`src/rtl/fft_pkg.sv`:
```
// Shared types and helpers for the FFT host-fetch path: buffer addressing,
// 512-bit block type and read-engine state encoding.
package fft_pkg;

  localparam int unsigned CL_BYTES  = 64;
  localparam int unsigned CL_ADDR_W = 42;
  localparam int unsigned LINES_W   = 27;

  typedef logic [63:0]            t_hc_address;
  typedef logic [511:0]           t_block;
  typedef logic [CL_ADDR_W-1:0]   t_cl_addr;

  typedef enum logic [1:0] {
    S_RD_IDLE,
    S_RD_FETCH,
    S_RD_WAIT,
    S_RD_FINISH
  } t_rd_state;

  // Byte size to cache-line count, rounded up; 33-bit sum keeps 0xFFFFFFFF exact.
  function automatic logic [LINES_W-1:0] hc_size_to_lines(input logic [31:0] size);
    logic [32:0] rounded;
    rounded = {1'b0, size} + 33'(CL_BYTES - 1);
    return rounded[32:6];
  endfunction

endpackage

```
`src/rtl/fft_rd_engine.sv`:
```
// Read-fetch engine: issues one cache-line read per 64B line of a host buffer,
// bounded by channel/downstream backpressure and an outstanding-read limit.
module fft_rd_engine
  import fft_pkg::*;
#(
  parameter int unsigned MAX_OUTSTANDING = 64,
  parameter int unsigned CNT_W           = 10
) (
  input  logic                 clk,
  input  logic                 reset_n,
  input  logic                 start,
  input  logic                 stop,
  input  t_hc_address          buf_addr,
  input  logic [31:0]          buf_size,
  input  logic                 tx_alm_full,
  input  logic                 out_alm_full,
  output logic                 rd_req_valid,
  output t_cl_addr             rd_req_addr,
  output logic [15:0]          rd_req_mdata,
  input  logic                 rsp_valid,
  input  logic [15:0]          rsp_mdata,
  input  t_block               rsp_data,
  output logic                 out_valid,
  output logic [15:0]          out_index,
  output t_block               out_block,
  output logic                 busy,
  output logic                 done,
  output logic                 aborted
);

  localparam logic [CNT_W-1:0] MAX_OS = CNT_W'(MAX_OUTSTANDING);

  t_rd_state            state_q, state_d;
  t_cl_addr             base_cl_q, base_cl_d;
  logic [LINES_W-1:0]   lines_q, lines_d;
  logic [LINES_W-1:0]   issued_q, issued_d;
  logic [LINES_W-1:0]   received_q, received_d;
  logic [CNT_W-1:0]     outstanding_q, outstanding_d;
  logic                 abort_q, abort_d;
  logic                 req_valid_q, req_valid_d;
  t_cl_addr             req_addr_q, req_addr_d;
  logic [15:0]          req_mdata_q, req_mdata_d;
  logic                 out_valid_q;
  logic [15:0]          out_index_q;
  t_block               out_block_q;
  logic                 done_q, aborted_q;

  logic                 issue;
  logic                 rsp_accept;
  logic [LINES_W-1:0]   target;
  logic                 unused_addr_bits;

  assign unused_addr_bits = ^{buf_addr[63:48], buf_addr[5:0]};
  assign rsp_accept       = rsp_valid && (state_q != S_RD_IDLE);
  // An aborted fetch only waits for the lines it actually requested.
  assign target           = abort_q ? issued_q : lines_q;

  always_comb begin
    state_d       = state_q;
    base_cl_d     = base_cl_q;
    lines_d       = lines_q;
    issued_d      = issued_q;
    received_d    = received_q;
    outstanding_d = outstanding_q;
    abort_d       = abort_q;
    req_valid_d   = 1'b0;
    req_addr_d    = req_addr_q;
    req_mdata_d   = req_mdata_q;
    issue         = 1'b0;

    unique case (state_q)
      S_RD_IDLE: begin
        if (start) begin
          base_cl_d     = buf_addr[47:6];
          lines_d       = hc_size_to_lines(buf_size);
          issued_d      = '0;
          received_d    = '0;
          outstanding_d = '0;
          abort_d       = 1'b0;
          state_d       = (hc_size_to_lines(buf_size) == '0) ? S_RD_FINISH : S_RD_FETCH;
        end
      end
      S_RD_FETCH: begin
        if (stop) begin
          abort_d = 1'b1;
          state_d = S_RD_WAIT;
        end else if (!tx_alm_full && !out_alm_full && (outstanding_q < MAX_OS)) begin
          issue       = 1'b1;
          req_valid_d = 1'b1;
          req_addr_d  = base_cl_q + t_cl_addr'(issued_q);
          req_mdata_d = issued_q[15:0];
          issued_d    = issued_q + 1'b1;
          if (issued_d == lines_q) state_d = S_RD_WAIT;
        end
      end
      S_RD_WAIT: begin
        if (received_q == target) state_d = S_RD_FINISH;
      end
      S_RD_FINISH: state_d = S_RD_IDLE;
      default:     state_d = S_RD_IDLE;
    endcase

    if (rsp_accept) received_d = received_q + 1'b1;

    unique case ({issue, rsp_accept})
      2'b10:   outstanding_d = outstanding_q + 1'b1;
      2'b01:   outstanding_d = outstanding_q - 1'b1;
      default: ;
    endcase
  end

  always_ff @(posedge clk or negedge reset_n) begin
    if (!reset_n) begin
      state_q       <= S_RD_IDLE;
      base_cl_q     <= '0;
      lines_q       <= '0;
      issued_q      <= '0;
      received_q    <= '0;
      outstanding_q <= '0;
      abort_q       <= 1'b0;
      req_valid_q   <= 1'b0;
      req_addr_q    <= '0;
      req_mdata_q   <= '0;
      out_valid_q   <= 1'b0;
      out_index_q   <= '0;
      out_block_q   <= '0;
      done_q        <= 1'b0;
      aborted_q     <= 1'b0;
    end else begin
      state_q       <= state_d;
      base_cl_q     <= base_cl_d;
      lines_q       <= lines_d;
      issued_q      <= issued_d;
      received_q    <= received_d;
      outstanding_q <= outstanding_d;
      abort_q       <= abort_d;
      req_valid_q   <= req_valid_d;
      req_addr_q    <= req_addr_d;
      req_mdata_q   <= req_mdata_d;
      out_valid_q   <= rsp_accept;
      if (rsp_accept) begin
        out_index_q <= rsp_mdata;
        out_block_q <= rsp_data;
      end
      done_q        <= (state_q == S_RD_FINISH);
      aborted_q     <= (state_q == S_RD_FINISH) && abort_q;
    end
  end

  assign rd_req_valid = req_valid_q;
  assign rd_req_addr  = req_addr_q;
  assign rd_req_mdata = req_mdata_q;
  assign out_valid    = out_valid_q;
  assign out_index    = out_index_q;
  assign out_block    = out_block_q;
  assign busy         = (state_q != S_RD_IDLE);
  assign done         = done_q;
  assign aborted      = aborted_q;

endmodule
```
`config.mk`:
```
export PLATFORM = sky130hd
export DESIGN_NAME = fft_rd_engine
export DESIGN_NICKNAME = d
export VERILOG_FILES = /design/src/rtl/fft_pkg.sv /design/src/rtl/fft_rd_engine.sv
export SDC_FILE = /design/constraint.sdc
export NUM_CORES = 2
export LEC_CHECK = 0
export CORE_AREA = 2 2 471 473
export CTS_CLUSTER_SIZE = 30
export DETAILED_ROUTE_END_ITERATION = 6
export DIE_AREA = 0 0 473 475
export DONT_BUFFER_PORTS = 1
export PLACE_DENSITY = 0.3
export SYNTH_ARGS = -nofsm -noshare
export SYNTH_HDL_FRONTEND = slang
export SYNTH_SLANG_ARGS = --single-unit
```
`constraint.sdc`:
```
create_clock -name clk -period 5 [get_ports clk]
set_input_delay 0.75 -clock clk [delete_from_list [all_inputs] [get_ports clk]]
set_output_delay 0.75 -clock clk [all_outputs]
set_load 0.05 [all_outputs]
```
==> Word level (Yosys, flattened, before mapping) <==
Index checks and enable logic that the tools add are counted.
{ "totals": {"regBits": 726, "in_bits": 631, "out_inout_bits": 591} }
{ "op_classes": {"n_addsub": 6, "n_lt_le_gt_ge": 1, "eq_ne": 14, "mux": 23, "bitwise_logic": 1, "reduce_logical": 21} }
{ "op_table": {"columns": ["operator", "count"], "rows": [
  ["two-way mux 27 bit", 6],
  ["adder 27 x 1 -> 27 bit (second input constant)", 2],
  ["== test 27 bit", 2],
  ["one-hot mux 27 bit (2 select lines)", 1],
  ["adder 42 x 27 -> 42 bit", 1],
  ["adder 32 x 6 -> 33 bit (second input constant)", 1],
  ["logical NOT 27 bit", 1],
  ["two-way mux 10 bit", 2],
  ["one-hot mux 10 bit (2 select lines)", 1],
  ["two-way mux 2 bit", 6],
  ["adder 10 x 1 -> 10 bit (second input constant)", 1],
  ["less-than comparator 10 x 7 -> 1 bit (second input constant)", 1],
  ["!= test 2 bit (second input constant)", 5],
  ["subtractor 10 x 1 -> 10 bit (second input constant)", 1],
  ["one-hot mux 2 bit (4 select lines)", 1],
  ["AND reduction 4 bit", 2],
  ["nonzero test 2 bit", 4],
  ["== test 2 bit (second input constant)", 3],
  ["!= test 3 bit (second input constant)", 2],
  ["AND reduction 2 bit", 3],
  ["AND reduction 3 bit", 2],
  ["nonzero test 3 bit", 2],
  ["two-way mux 1 bit", 5],
  ["== test 2 x 1 -> 1 bit (second input constant)", 2],
  ["other kinds (5)", 9]
]} }

==> Depth between registers and ports, before layout <==
{ "depth": {"word_depth": 9, "mapped_depth": 18, "depth_no_buf": 16} }

==> Worst setup path before layout <==
Ideal clock, no wire load.
{ "synth_path": {"path_kind": "flip-flop to flip-flop", "start": "register state_q[0]", "end": "register outstanding_q[8]", "setup_ps": 122, "t_arrival_ps": 4040, "slack_ps": 839, "stages_incl_launch_ff": 19, "path_buffers": 2, "cell_sequence": "dfrtp_1 > inv_1 > ha_1 > inv_1 > nand2_1 > inv_1 > clkbuf_1 > clkbuf_1 > ha_1 > inv_1 > fa_1 > nor2b_1 > o21ai_0 > a21boi_0 > o21ai_0 > a21boi_0 > o21ai_0 > a21o_1 > a32o_1"} }
{ "synth_via": {"elab_chain_cells": 5} }
{ "synth_lines": {"columns": ["element", "line_no", "text"], "rows": [
  ["start: declaration", "fft_rd_engine.sv:33", "t_rd_state state_q, state_d;"],
  ["start signal: assignment", "fft_rd_engine.sv:130", "state_q <= state_d;"],
  ["nonzero test 2 bit (*)", null, null],
  ["named net busy", "fft_rd_engine.sv:26", "output logic busy,"],
  ["logical AND 1 bit (*)", "fft_rd_engine.sv:54", "assign rsp_accept = rsp_valid && (state_q != S_RD_IDLE);"],
  ["named net rsp_accept", "fft_rd_engine.sv:49", "logic rsp_accept;"],
  ["== test 2 x 1 -> 1 bit or == test 2 bit (tied branches)", "fft_rd_engine.sv:105", "unique case ({issue, rsp_accept})"],
  ["nonzero test 3 bit (no line)", null, null],
  ["AND reduction 2 bit (no line)", null, null],
  ["end signal: assignment", "fft_rd_engine.sv:135", "outstanding_q <= outstanding_d;"],
  ["end: declaration", "fft_rd_engine.sv:38", "logic [CNT_W-1:0] outstanding_q, outstanding_d;"]
]} }
The timed path passes the listed nets; every way through them passes the cells marked *.
A chain may end at the register's enable or synchronous reset.

==> Worst setup path in the final report <==
{ "layout_path": {"start": "register state_q[0]", "end": "register outstanding_q[8]"} }
{ "layout_via": {"elab_chain_cells": 5} }
{ "layout_lines": {"columns": ["element", "line_no"], "rows": [
  ["== test 2 x 1 -> 1 bit or nonzero test 2 bit (tied branches)", "fft_rd_engine.sv:71, fft_rd_engine.sv:54"],
  ["two-way mux 1 bit or logical AND 1 bit (tied branches)", "fft_rd_engine.sv:71, fft_rd_engine.sv:54"],
  ["== test 2 x 1 -> 1 bit or == test 2 bit (tied branches)", "fft_rd_engine.sv:105"],
  ["nonzero test 3 bit (no line)", null],
  ["AND reduction 2 bit (no line)", null]
]} }
Parallel ways exist; a longest one is shown, timed or not.

==> flow_summary.ini <==
[worst_setup_path]
cp_top_family = compound AO/OA/AOI/OAI gates
crit_type = flop to flop
crit_buf_inv = 4
cp.required_ns = 5.61
critPathMaxStageDelay_ns = 0.55
r2r_setup_slack_ns = 0.97
cp_cell_sequence = inv_1, ha_1, inv_1, nand2_4, inv_8, ha_1, inv_1, fa_1, nor2b_1, o21ai_0, a21boi_0, o21ai_0, a21boi_0, o21ai_0, a21o_1, a32o_1
worstPathArrival_ns = 4.64
r2r_end = outstanding_q[8]
crit_path_end_kind = flop
crit_path_start = state_q[0]
worstRegToRegCells = 16
r2r_start = state_q[0]
crit_path_top_delay_cell = ha_1
cp-start-kind = flop
path_max_fanout = 41

[die]
die_x_um = 473
fp.dieH_um = 475
die_area_um2 = 225000
initial_core_util_pct = 14.6
row_count = 172
core-area_um2 = 219000
num_io_pins = 1222

[layout]
drive_above_1_share_pct = 7.06
fillCellCount = 24600
nNetsFinal = 4211
area_delta_synth_final_pct = 21.6
final_cell_mix = 1788 x nand2_1, 726 x dfrtp_1, 110 x o21ai_0
final_common_cell = nand2_1

[outcome]
status = finished clean

[synth]
syn-num-nets = 4241
synthFlopType = dfrtp_1
syn_inst = 3565
synthTopCellsByArea = dfrtp_1 57%, nand2_1 21%, xnor2_1 1.9%, clkbuf_1 1.9%, o21ai_0 1.7%
avgSynthCellArea_um2 = 8.95
synth_top_cell_by_area = dfrtp_1
postSynth.asyncResetShare_pct = 100
ys_ff_latch = 726
yosysSeqAreaShare_pct = 56.9
ys_types = 73
syn_area_um2 = 31900
synth_edf_count = 0
synth_top_area_share_pct = 56.9
yosys_warnings = 0

[cts]
post_cts_buffers = 0
clkSlewWorstSetupHoldPaths_ns = 0.06
cts_buffers = 98
cts_buffer_depth = 3
cts.repair.resized = 0
cts-root-buf = clkbuf_16
cts_num_sinks = 726
clock_latency_ns = 0.73
cts_tree = yes
h-tree-depth = 3

[global_routing]
grt_max_degree = 197
overflow = 0
grt_usage_pct = 15.2
grt_pass1_wl_mm = 234
grt_pass1_vias = 25300
antenna_found_initial = 91

[routing]
wl_mm = 177
via_count = 25000
drt_first_pass_iters = 6
wl_per_cell_um = 27.3
drt-initial-drc-count = 1444
drc = 0
via_per_inst = 3.85
antenna_left = 0

[sta]
period_share_pct = 80.5
tightest_slew_ns = 1.40
clock-skew-final_ns = 0.0347
final-hold-violation-count = 0
fmax_mhz = 248
setup_viol = 0
fin_crit_ns = 4.03
hold_slack_ns = 0.0357
fin_setup_tns_ns = 0
rsz0062_at_grt = false
slew-limit-headroom_pct = 6.83
finalMaxSlewViolations = 0

[placement]
place.gp.congestion = 0.838
post-dp-hpwl_mm = 140
io_buffers = 0

[job]
maxCapViolCount = 0

[hold_path]
holdCritPathClass = input port to asynchronous set/reset pin

[power_and_ir_drop]
power_leakage_nw = 18.4
power_density_nw_per_um2 = 849
ir_drop_v = 0.000383
==> stage by stage <==
| stage | power [W] | instance area, µm² | setup slack, ns | util [%] | cells |
|---|---|---|---|---|---|
| floorplan | 0.0219 | 31900 | 0.839 | - | 3565 |
| global placement | 0.0260 | 35100 | 0.893 | 16.0 | 6277 |
| detailed placement | 0.0260 | 35100 | 0.895 | 16.0 | 6277 |
| CTS | 0.0338 | 38700 | 0.884 | 17.7 | 6483 |
| global route | 0.0349 | 38800 | 0.488 | 17.7 | 6493 |
| finish | 0.0329 | 38800 | 0.974 | 17.7 | 6503 |
==> synthesized netlist by cell type (8+ instances only) <==
| library cell | number |
|---|---|
| inv_1 | 34 |
| a21o_1 | 24 |
| nor3_1 | 10 |
| clkbuf_1 | 158 |
| ha_1 | 43 |
| a21oi_1 | 45 |
| or3_1 | 8 |
| dfrtp_1 | 726 |
| xnor2_1 | 71 |
| mux2_2 | 43 |
| nor4_1 | 16 |
| nand3_1 | 49 |
| o31ai_1 | 36 |
| nor2_1 | 61 |
| and2_1 | 10 |
| mux2i_1 | 45 |
| o21ai_0 | 110 |
| o211ai_1 | 8 |
| nand2_1 | 1790 |
| xor2_1 | 44 |
| and4_1 | 8 |
| nand2b_1 | 10 |
| nand4_1 | 32 |
| or4_1 | 10 |
| and3_1 | 31 |
| buf_1 | 12 |
| a31oi_1 | 19 |
==> state kept, by name, indices dropped and copies added (netlist names), 2 cells and up <==
register       count
base_cl_q         42
out_block        512
lines_q           27
rd_req_addr       42
received_q        27
issued_q          27
state_q            2
outstanding_q     10
out_index         16
rd_req_mdata      16
==> cells by family (layout without fill, tap and decap cells) <==
kind of cell | count (synthesis) | in the layout | synth area share [%]
AO/OA/AOI/OAI | 303 | 303 | 6.08
flip-flops | 726 | 726 | 56.9
adder cells (fa/ha/maj) | 45 | 45 | 1.81
other | 0 | 20 | 0
XOR/XNOR | 115 | 115 | 3.16
buffers and inverters | 220 | 267 | 2.76
multiplexers | 90 | 90 | 3.00
AND/OR/NAND/NOR | 2066 | 2066 | 26.3
==> how the worst max path moves through the flow <==
stage	end	slack (ns)	cells past startpoint
detailed placement	outstanding_q[8]	0.90	16
finish	outstanding_q[8]	0.97	16
global route	outstanding_q[8]	0.49	16
CTS	outstanding_q[8]	0.88	16
global placement	outstanding_q[8]	0.89	16
floorplan	outstanding_q[8]	0.84	18
==> final cells by class <==
cell class	count	area, µm²	area share, %
Clock inverter	42	573	1.48
Sequential cell	726	18200	46.8
Inverter	34	135	0.348
Tap cell	2871	3590	9.26
Antenna cell	20	50.0	0.129
Multi-Input combinational cell	2619	12900	33.2
Timing Repair Buffer	56	623	1.61
Clock buffer	135	2750	7.09
==> timing repair <==
item                                   in CTS  in global routing
setup endpoints to repair                   0                  0
endpoints found under the hold margin      39                  0
hold buffers                               29                  0
==> power by group <==
part	leakage [nW]	internal [W]	switching (W)
Sequential	9.06	0.00823	0.0114
Combinational	7.70	0.00204	0.00378
Clock	1.62	0.00438	0.00306
Total	18.4	0.0147	0.0183
==> layer usage <==
layer,vias up,global-route usage (%),share of wire (%)
met3,285,7.97,12
met1,12200,15.8,35
met4,22,3.86,2.9
li1,11500,-,-
met5,-,0,0.080
met2,1026,26.8,50
(Power assumes the default switching activity.)
